[config.mk]
export PLATFORM = sky130hd
export DESIGN_NAME = muldiv_sequencer_flat
export DESIGN_NICKNAME = d
export VERILOG_FILES = /design/src/rtl/muldiv_if.sv /design/src/rtl/muldiv_sequencer.sv /design/src/flat_wrapper.sv
export SDC_FILE = /design/constraint.sdc
export NUM_CORES = 1
export LEC_CHECK = 0
export CORE_ASPECT_RATIO = 0.7
export CORE_MARGIN = 4
export CORE_UTILIZATION = 30
export CTS_CLUSTER_SIZE = 12
export DETAILED_ROUTE_END_ITERATION = 10
export GPL_ROUTABILITY_DRIVEN = 0
export SYNTH_ARGS = -nofsm -noshare
export SYNTH_HDL_FRONTEND = slang
export SYNTH_SLANG_ARGS = --single-unit
[constraint.sdc]
create_clock -name clk -period 4.15 [get_ports clk]
set_input_delay 0.6225 -clock clk [delete_from_list [all_inputs] [get_ports clk]]
set_output_delay 0.6225 -clock clk [all_outputs]
set_load 0.02 [all_outputs]
[src/rtl/muldiv_if.sv]
// Execute-stage port bundle for the multi-cycle MUL/MOD unit.
// The pipeline side drives the operation request; the unit answers with
// stall/busy/done and the result. dbg_state mirrors the unit's FSM state.
interface muldiv_if #(
    parameter int WIDTH = 32
);
    logic             start;
    logic [3:0]       alu_ctrl;
    logic [WIDTH-1:0] op_a;
    logic [WIDTH-1:0] op_b;
    logic             flush;
    logic             stall;
    logic             busy;
    logic             done;
    logic [WIDTH-1:0] result;
    logic             div_by_zero;
    logic [1:0]       dbg_state;

    modport master (
        output start, alu_ctrl, op_a, op_b, flush,
        input  stall, busy, done, result, div_by_zero, dbg_state
    );

    modport slave (
        input  start, alu_ctrl, op_a, op_b, flush,
        output stall, busy, done, result, div_by_zero, dbg_state
    );
endinterface

[src/rtl/muldiv_sequencer.sv]
// Iterative MUL (shift-add) / MOD (restoring division) engine beside the ALU.
//
// Handshake: start is the request valid; the unit is ready only in IDLE with
// no flush. A request is taken (accept) on a rising edge where start is high,
// alu_ctrl names MUL or MOD, the FSM is IDLE and flush is low. stall is high
// from the accept cycle until the cycle before done, so the pipeline holds the
// instruction and its operands; done pulses for one cycle with result valid,
// and stall is low in that cycle so the pipeline advances on the same edge.
module muldiv_sequencer #(
    parameter  int WIDTH = 32,
    localparam int CW    = $clog2(WIDTH + 1)
) (
    input logic     clk,
    input logic     rst_n,
    muldiv_if.slave bus
);
    typedef enum logic [1:0] {
        IDLE    = 2'd0,
        RUN_MUL = 2'd1,
        RUN_MOD = 2'd2,
        DONE    = 2'd3
    } state_t;

    localparam logic [3:0] OP_MUL = 4'b0010;
    localparam logic [3:0] OP_MOD = 4'b0011;

    state_t           state;
    state_t           state_nxt;
    logic [WIDTH-1:0] a_q;       // multiplicand (MUL) or dividend (MOD), shifted left
    logic [WIDTH-1:0] b_q;       // multiplier (MUL, shifted right) or divisor (MOD)
    logic [WIDTH-1:0] acc_q;     // product accumulator or partial remainder
    logic [WIDTH-1:0] acc_nxt;
    logic [WIDTH-1:0] result_q;
    logic [CW-1:0]    cnt_q;
    logic             busy_q;
    logic             done_q;
    logic             dbz_q;
    logic             is_op;
    logic             accept;
    logic             last_iter;
    logic [WIDTH:0]   rem_sh;
    logic [WIDTH-1:0] rem_sub;

    assign is_op     = (bus.alu_ctrl == OP_MUL) | (bus.alu_ctrl == OP_MOD);
    assign accept    = bus.start & is_op & (state == IDLE) & ~bus.flush;
    assign last_iter = (cnt_q == CW'(WIDTH - 1));

    // One iteration step: add-if-set for MUL, shift/compare/subtract for MOD.
    // The shifted remainder needs WIDTH+1 bits, but after a successful compare
    // the difference is below the divisor, so WIDTH bits of it are exact.
    always_comb begin
        rem_sh  = {acc_q, a_q[WIDTH-1]};
        rem_sub = rem_sh[WIDTH-1:0] - b_q;
        acc_nxt = acc_q;
        if (state == RUN_MUL) begin
            if (b_q[0]) acc_nxt = acc_q + a_q;
        end else if (state == RUN_MOD) begin
            if (rem_sh >= {1'b0, b_q}) acc_nxt = rem_sub;
            else                       acc_nxt = rem_sh[WIDTH-1:0];
        end
    end

    // FSM state register.
    always_ff @(posedge clk or negedge rst_n) begin
        if (!rst_n) state <= IDLE;
        else        state <= state_nxt;
    end

    // Next-state: flush aborts a running operation but never a finished one.
    always_comb begin
        state_nxt = state;
        case (state)
            IDLE: begin
                if (accept) begin
                    if (bus.alu_ctrl == OP_MUL)      state_nxt = RUN_MUL;
                    else if (bus.op_b == '0)         state_nxt = DONE;
                    else                             state_nxt = RUN_MOD;
                end
            end
            RUN_MUL, RUN_MOD: begin
                if (bus.flush)      state_nxt = IDLE;
                else if (last_iter) state_nxt = DONE;
            end
            DONE:    state_nxt = IDLE;
            default: state_nxt = IDLE;
        endcase
    end

    // Operand capture, iteration datapath and result/status registers.
    always_ff @(posedge clk or negedge rst_n) begin
        if (!rst_n) begin
            a_q      <= '0;
            b_q      <= '0;
            acc_q    <= '0;
            cnt_q    <= '0;
            result_q <= '0;
            dbz_q    <= 1'b0;
            busy_q   <= 1'b0;
            done_q   <= 1'b0;
        end else begin
            busy_q <= (state_nxt == RUN_MUL) | (state_nxt == RUN_MOD);
            done_q <= (state_nxt == DONE);
            case (state)
                IDLE: begin
                    if (accept) begin
                        a_q   <= bus.op_a;
                        b_q   <= bus.op_b;
                        acc_q <= '0;
                        cnt_q <= '0;
                        dbz_q <= 1'b0;
                        if ((bus.alu_ctrl == OP_MOD) && (bus.op_b == '0)) begin
                            result_q <= bus.op_a;
                            dbz_q    <= 1'b1;
                        end
                    end
                end
                RUN_MUL, RUN_MOD: begin
                    if (!bus.flush) begin
                        cnt_q <= cnt_q + 1'b1;
                        acc_q <= acc_nxt;
                        a_q   <= a_q << 1;
                        if (state == RUN_MUL) b_q <= b_q >> 1;
                        if (last_iter) result_q <= acc_nxt;
                    end
                end
                default: ;
            endcase
        end
    end

    assign bus.stall       = busy_q | accept;
    assign bus.busy        = busy_q;
    assign bus.done        = done_q;
    assign bus.result      = result_q;
    assign bus.div_by_zero = dbz_q;
    assign bus.dbg_state   = state;
endmodule

[src/flat_wrapper.sv]
// flat-port wrapper written by rule: the top's interface ports become plain ports
module muldiv_sequencer_flat 
#(
    parameter  int WIDTH = 32,
    localparam int CW    = $clog2(WIDTH + 1)
)
  (clk, rst_n, bus_start, bus_alu_ctrl, bus_op_a, bus_op_b, bus_flush, bus_stall, bus_busy, bus_done, bus_result, bus_div_by_zero, bus_dbg_state);
  muldiv_if #(.WIDTH(WIDTH)) bus_i ();
  input logic clk;
  input logic rst_n;
  input wire logic [$bits(bus_i.start)-1:0] bus_start;
  input wire logic [$bits(bus_i.alu_ctrl)-1:0] bus_alu_ctrl;
  input wire logic [$bits(bus_i.op_a)-1:0] bus_op_a;
  input wire logic [$bits(bus_i.op_b)-1:0] bus_op_b;
  input wire logic [$bits(bus_i.flush)-1:0] bus_flush;
  output wire logic [$bits(bus_i.stall)-1:0] bus_stall;
  output wire logic [$bits(bus_i.busy)-1:0] bus_busy;
  output wire logic [$bits(bus_i.done)-1:0] bus_done;
  output wire logic [$bits(bus_i.result)-1:0] bus_result;
  output wire logic [$bits(bus_i.div_by_zero)-1:0] bus_div_by_zero;
  output wire logic [$bits(bus_i.dbg_state)-1:0] bus_dbg_state;
  assign bus_i.start = bus_start;
  assign bus_i.alu_ctrl = bus_alu_ctrl;
  assign bus_i.op_a = bus_op_a;
  assign bus_i.op_b = bus_op_b;
  assign bus_i.flush = bus_flush;
  assign bus_stall = bus_i.stall;
  assign bus_busy = bus_i.busy;
  assign bus_done = bus_i.done;
  assign bus_result = bus_i.result;
  assign bus_div_by_zero = bus_i.div_by_zero;
  assign bus_dbg_state = bus_i.dbg_state;
  muldiv_sequencer #(.WIDTH(WIDTH)) u_core (.clk(clk), .rst_n(rst_n), .bus(bus_i));
endmodule
==> out/metrics.csv <==
stage;metric;value;unit
power_and_ir_drop;Combinational Power Share;57.5;%
die;Die ar.;0.0389;mm^2
timing;count of final setup violators;0;
power_and_ir_drop;Reg power frac;24.6;%
clock_tree;postcts setup bufs;0;
power_and_ir_drop;Max VDD drop;0.334;mV
grt;largest net degree at the start of global routing;96;
synthesis;top post-synthesis cells by area;dfrtp_1 (32%), ha_1 (8.2%), mux2i_1 (6.9%);
grt;initial antenna violation count;1;
power_and_ir_drop;Sw Ratio;47.5;%
synthesis;Seq/Total Area, Yosys;32.4;%
power_and_ir_drop;P per Cell Area;734;mW/mm^2
worst_setup_path;required time worst endpoint;4.47;ns
drt;DRC Markers;0;
timing;minimum clock period;3.79;ns
timing;worst-margin pin slew;1.13;ns
drt;Total Routed Length;37300;um
place;dpl cells;1824;
timing;Max Fclk;0.264;GHz
finish;area grow syn2layout;21.9;%
worst_setup_path;Setup crit end kind;register;
drt;drt first pass iters;5;
synthesis;share of the synthesized area in the top cell type;32.4;%
power_and_ir_drop;leakage;5.87;nW
clock_tree;H-tree Lvls;4;
run;max-cap violations;0;
clock_tree;Clock transition at path regs;0.06;ns
finish;fin nets;1515;
clock_tree;Max Root-Sink Buffers;2;
clock_tree;TritonCTS clock tree;yes;
power_and_ir_drop;share of power burned in the clock network;17.8;%
die;Die H;166;um
timing;fin crit share;91.3;%
clock_tree;CTS Buf Count;17;
worst_setup_path;CP max-delay cell;a311o_1;
synthesis;Gate Count Post-Synth;1280;
place;IO buf count;109;
worst_setup_path;Cell Chain, Critical Path;inv_1, ha_1, inv_1, fa_1, a21o_1, a311o_1, a211oi_2, nor2_1, a221oi_1, o21ai_1, xor2_1, mux2_2, o211ai_1, o21ai_0;
die;Row Count;57;
drt;vias per inst;5.57;
power_and_ir_drop;Switching Power;4.55;mW
synthesis;async set-reset flop share out of synthesis;100;%
power_and_ir_drop;Internal;5.04;mW
grt;grt ovf;0;
timing;RSZ-0062 raised after global routing;no;
grt;via count of the first global-routing pass;9945;
finish;Antenna Cells;0;
clock_tree;TritonCTS Sinks;139;
timing;final hold viol count;0;
finish;most frequent cells in the layout;nand2_1 (143), dfrtp_1 (139), o21ai_0 (134);
drt;DR WL/cell;20.1;um
place;half-perimeter wire length after placement;28500;um
timing;clock skew;0.0109;ns
worst_setup_path;delay of the slowest cell on the worst path;0.42;ns
grt;GRT Total Usage;19.1;%
die;core area;0.0349;mm^2
clock_tree;CTS hold repair buffers;0;
min_path;Hold Crit Class;primary input to async pin;
synthesis;EDFF count, synth;0;
synthesis;post-synthesis register bit count;139;
timing;slew margin rel.;24.4;%
synthesis;Top FF cell, synth;dfrtp_1;
synthesis;post-synthesis average cell area;8.38;um^2
clock_tree;Worst-Skew Late Latency;0.46;ns
drt;via count;10300;
synthesis;Cell variety after synth;71;
synthesis;area leader, netlist;dfrtp_1;
worst_setup_path;Data arrival, critical path;4.10;ns
worst_setup_path;most used cell along the critical path;inv_1;
finish;Final Util;37.4;%
worst_setup_path;Startpoint Class;register;
clock_tree;Post-CTS Resized;0;
timing;Slew Limit Fails;0;
die;Die Span X;234;um
worst_setup_path;CP max FO;4;
clock_tree;CTS root buf;clkbuf_16;
finish;Final Non-Filler Cells;1856;
drt;Detailed Route Iter0 Violations;1018;
drt;Post-DRT Antenna Nets;0;
grt;first-pass GRT wire length;58400;um
synthesis;number of synthesis warnings;0;
worst_setup_path;CP Class;register to register;
outcome;status;finished clean;
die;IO Pins;110;
die;initial cell density of the core;30.7;%
finish;share of layout cells above drive strength 1;7.73;%
synthesis;Post-Synthesis Cell Area;0.0107;mm^2
timing;Sum Neg Setup Slack;0;ns
worst_setup_path;Buffers & Inverters on Critical Path;2;
finish;most common cell after layout, fill and taps aside;nand2_1;
worst_setup_path;CP delay by family, top;compound AO/OA/AOI/OAI gates;
synthesis;Synthesized Nets;1424;
logic make-up after synthesis:
family	synth area share, %
XOR/XNOR	4.33
buffers and inverters	4.59
adder cells (fa/ha/maj)	8.54
AO/OA/AOI/OAI	25.0
multiplexers	8.94
flip-flops	32.4
AND/OR/NAND/NOR	16.1
stage by stage:
stage	hold WS, ns	setup WS (ns)	cell area, um^2	total power, mW
after floorplan	0.327	1.04	10700	5.98
after global placement	0.463	0.422	12400	7.75
after detailed placement	0.470	0.375	12400	7.84
after CTS	0.307	0.442	13100	9.58
after global routing	0.343	0.193	13100	10.3
final	0.269	0.361	13100	9.59
worst paths after layout:
| check | startpoint | end | slack (ns) | cells after the start |
|---|---|---|---|---|
| setup / recovery | u_core.a_q[31]$_DFFE_PN0P_ | u_core.bus.result[28]$_DFFE_PN0P_ | 0.36 | 14 |
| hold / removal | rst_n | u_core.bus.result[1]$_DFFE_PN0P_ | 0.27 | 1 |
| setup reg to reg | u_core.a_q[31]$_DFFE_PN0P_ | u_core.bus.result[28]$_DFFE_PN0P_ | 0.36 | 14 |
| hold reg to reg | u_core.a_q[31]$_DFFE_PN0P_ | u_core.a_q[31]$_DFFE_PN0P_ | 0.48 | 2 |
| max in group asynchronous | rst_n | u_core.acc_q[31]$_DFFE_PN0P_ | 3.10 | 2 |
| min in group clk | u_core.a_q[31]$_DFFE_PN0P_ | u_core.a_q[31]$_DFFE_PN0P_ | 0.48 | 2 |
per-layer routing:
layer  up-vias  routed length, um  global-route usage [%]
met5         -                 13                       0
met4         2                820                    5.37
met3        59               2700                    4.01
met2       403              16200                    28.3
met1      5029              17600                    28.0
li1       4847                  -                       -
Yosys cell counts, drive strengths merged (11+ instances only):
cell	n
nand2	144
o21ai	144
dfrtp	139
a21oi	133
nor2	77
mux2i	74
ha	70
clkbuf	58
inv	54
a21o	36
and3	35
xnor2	27
xor2	26
nand3	24
mux2	19
nor3	19
nor4	18
nand4	13
buf	12
and2	11
o31ai	11
layout make-up:
class | instances | area [um^2]
clock buffer | 19 | 453
clock inverter | 13 | 190
fill | 3607 | 21900
inverter | 54 | 203
multi-input combinational | 1017 | 6800
sequential | 139 | 3480
tap | 472 | 591
timing repair buffer | 142 | 1350
sequential cells by signal (all words and copies together), names as in the netlist:
signal,cells
u_core.cnt_q,6
u_core.bus.busy,1
u_core.bus.div_by_zero,1
u_core.a_q,32
u_core.b_q,32
u_core.acc_q,32
u_core.bus.result,32
u_core.bus.done,1
u_core.bus.dbg_state,2
power groups by stage:
stage          Combinational, mW  Clock (mW)  Sequential (mW)
6_report                    5.52        1.71             2.36
5_1_grt                     6.06        1.80             2.43
4_1_cts                     5.48        1.74             2.36
3_5_place_dp                5.46           0             2.38
3_3_place_gp                5.39           0             2.36
2_1_floorplan               3.59           0             2.39
No activity file was read; power rests on OpenSTA's default activity.
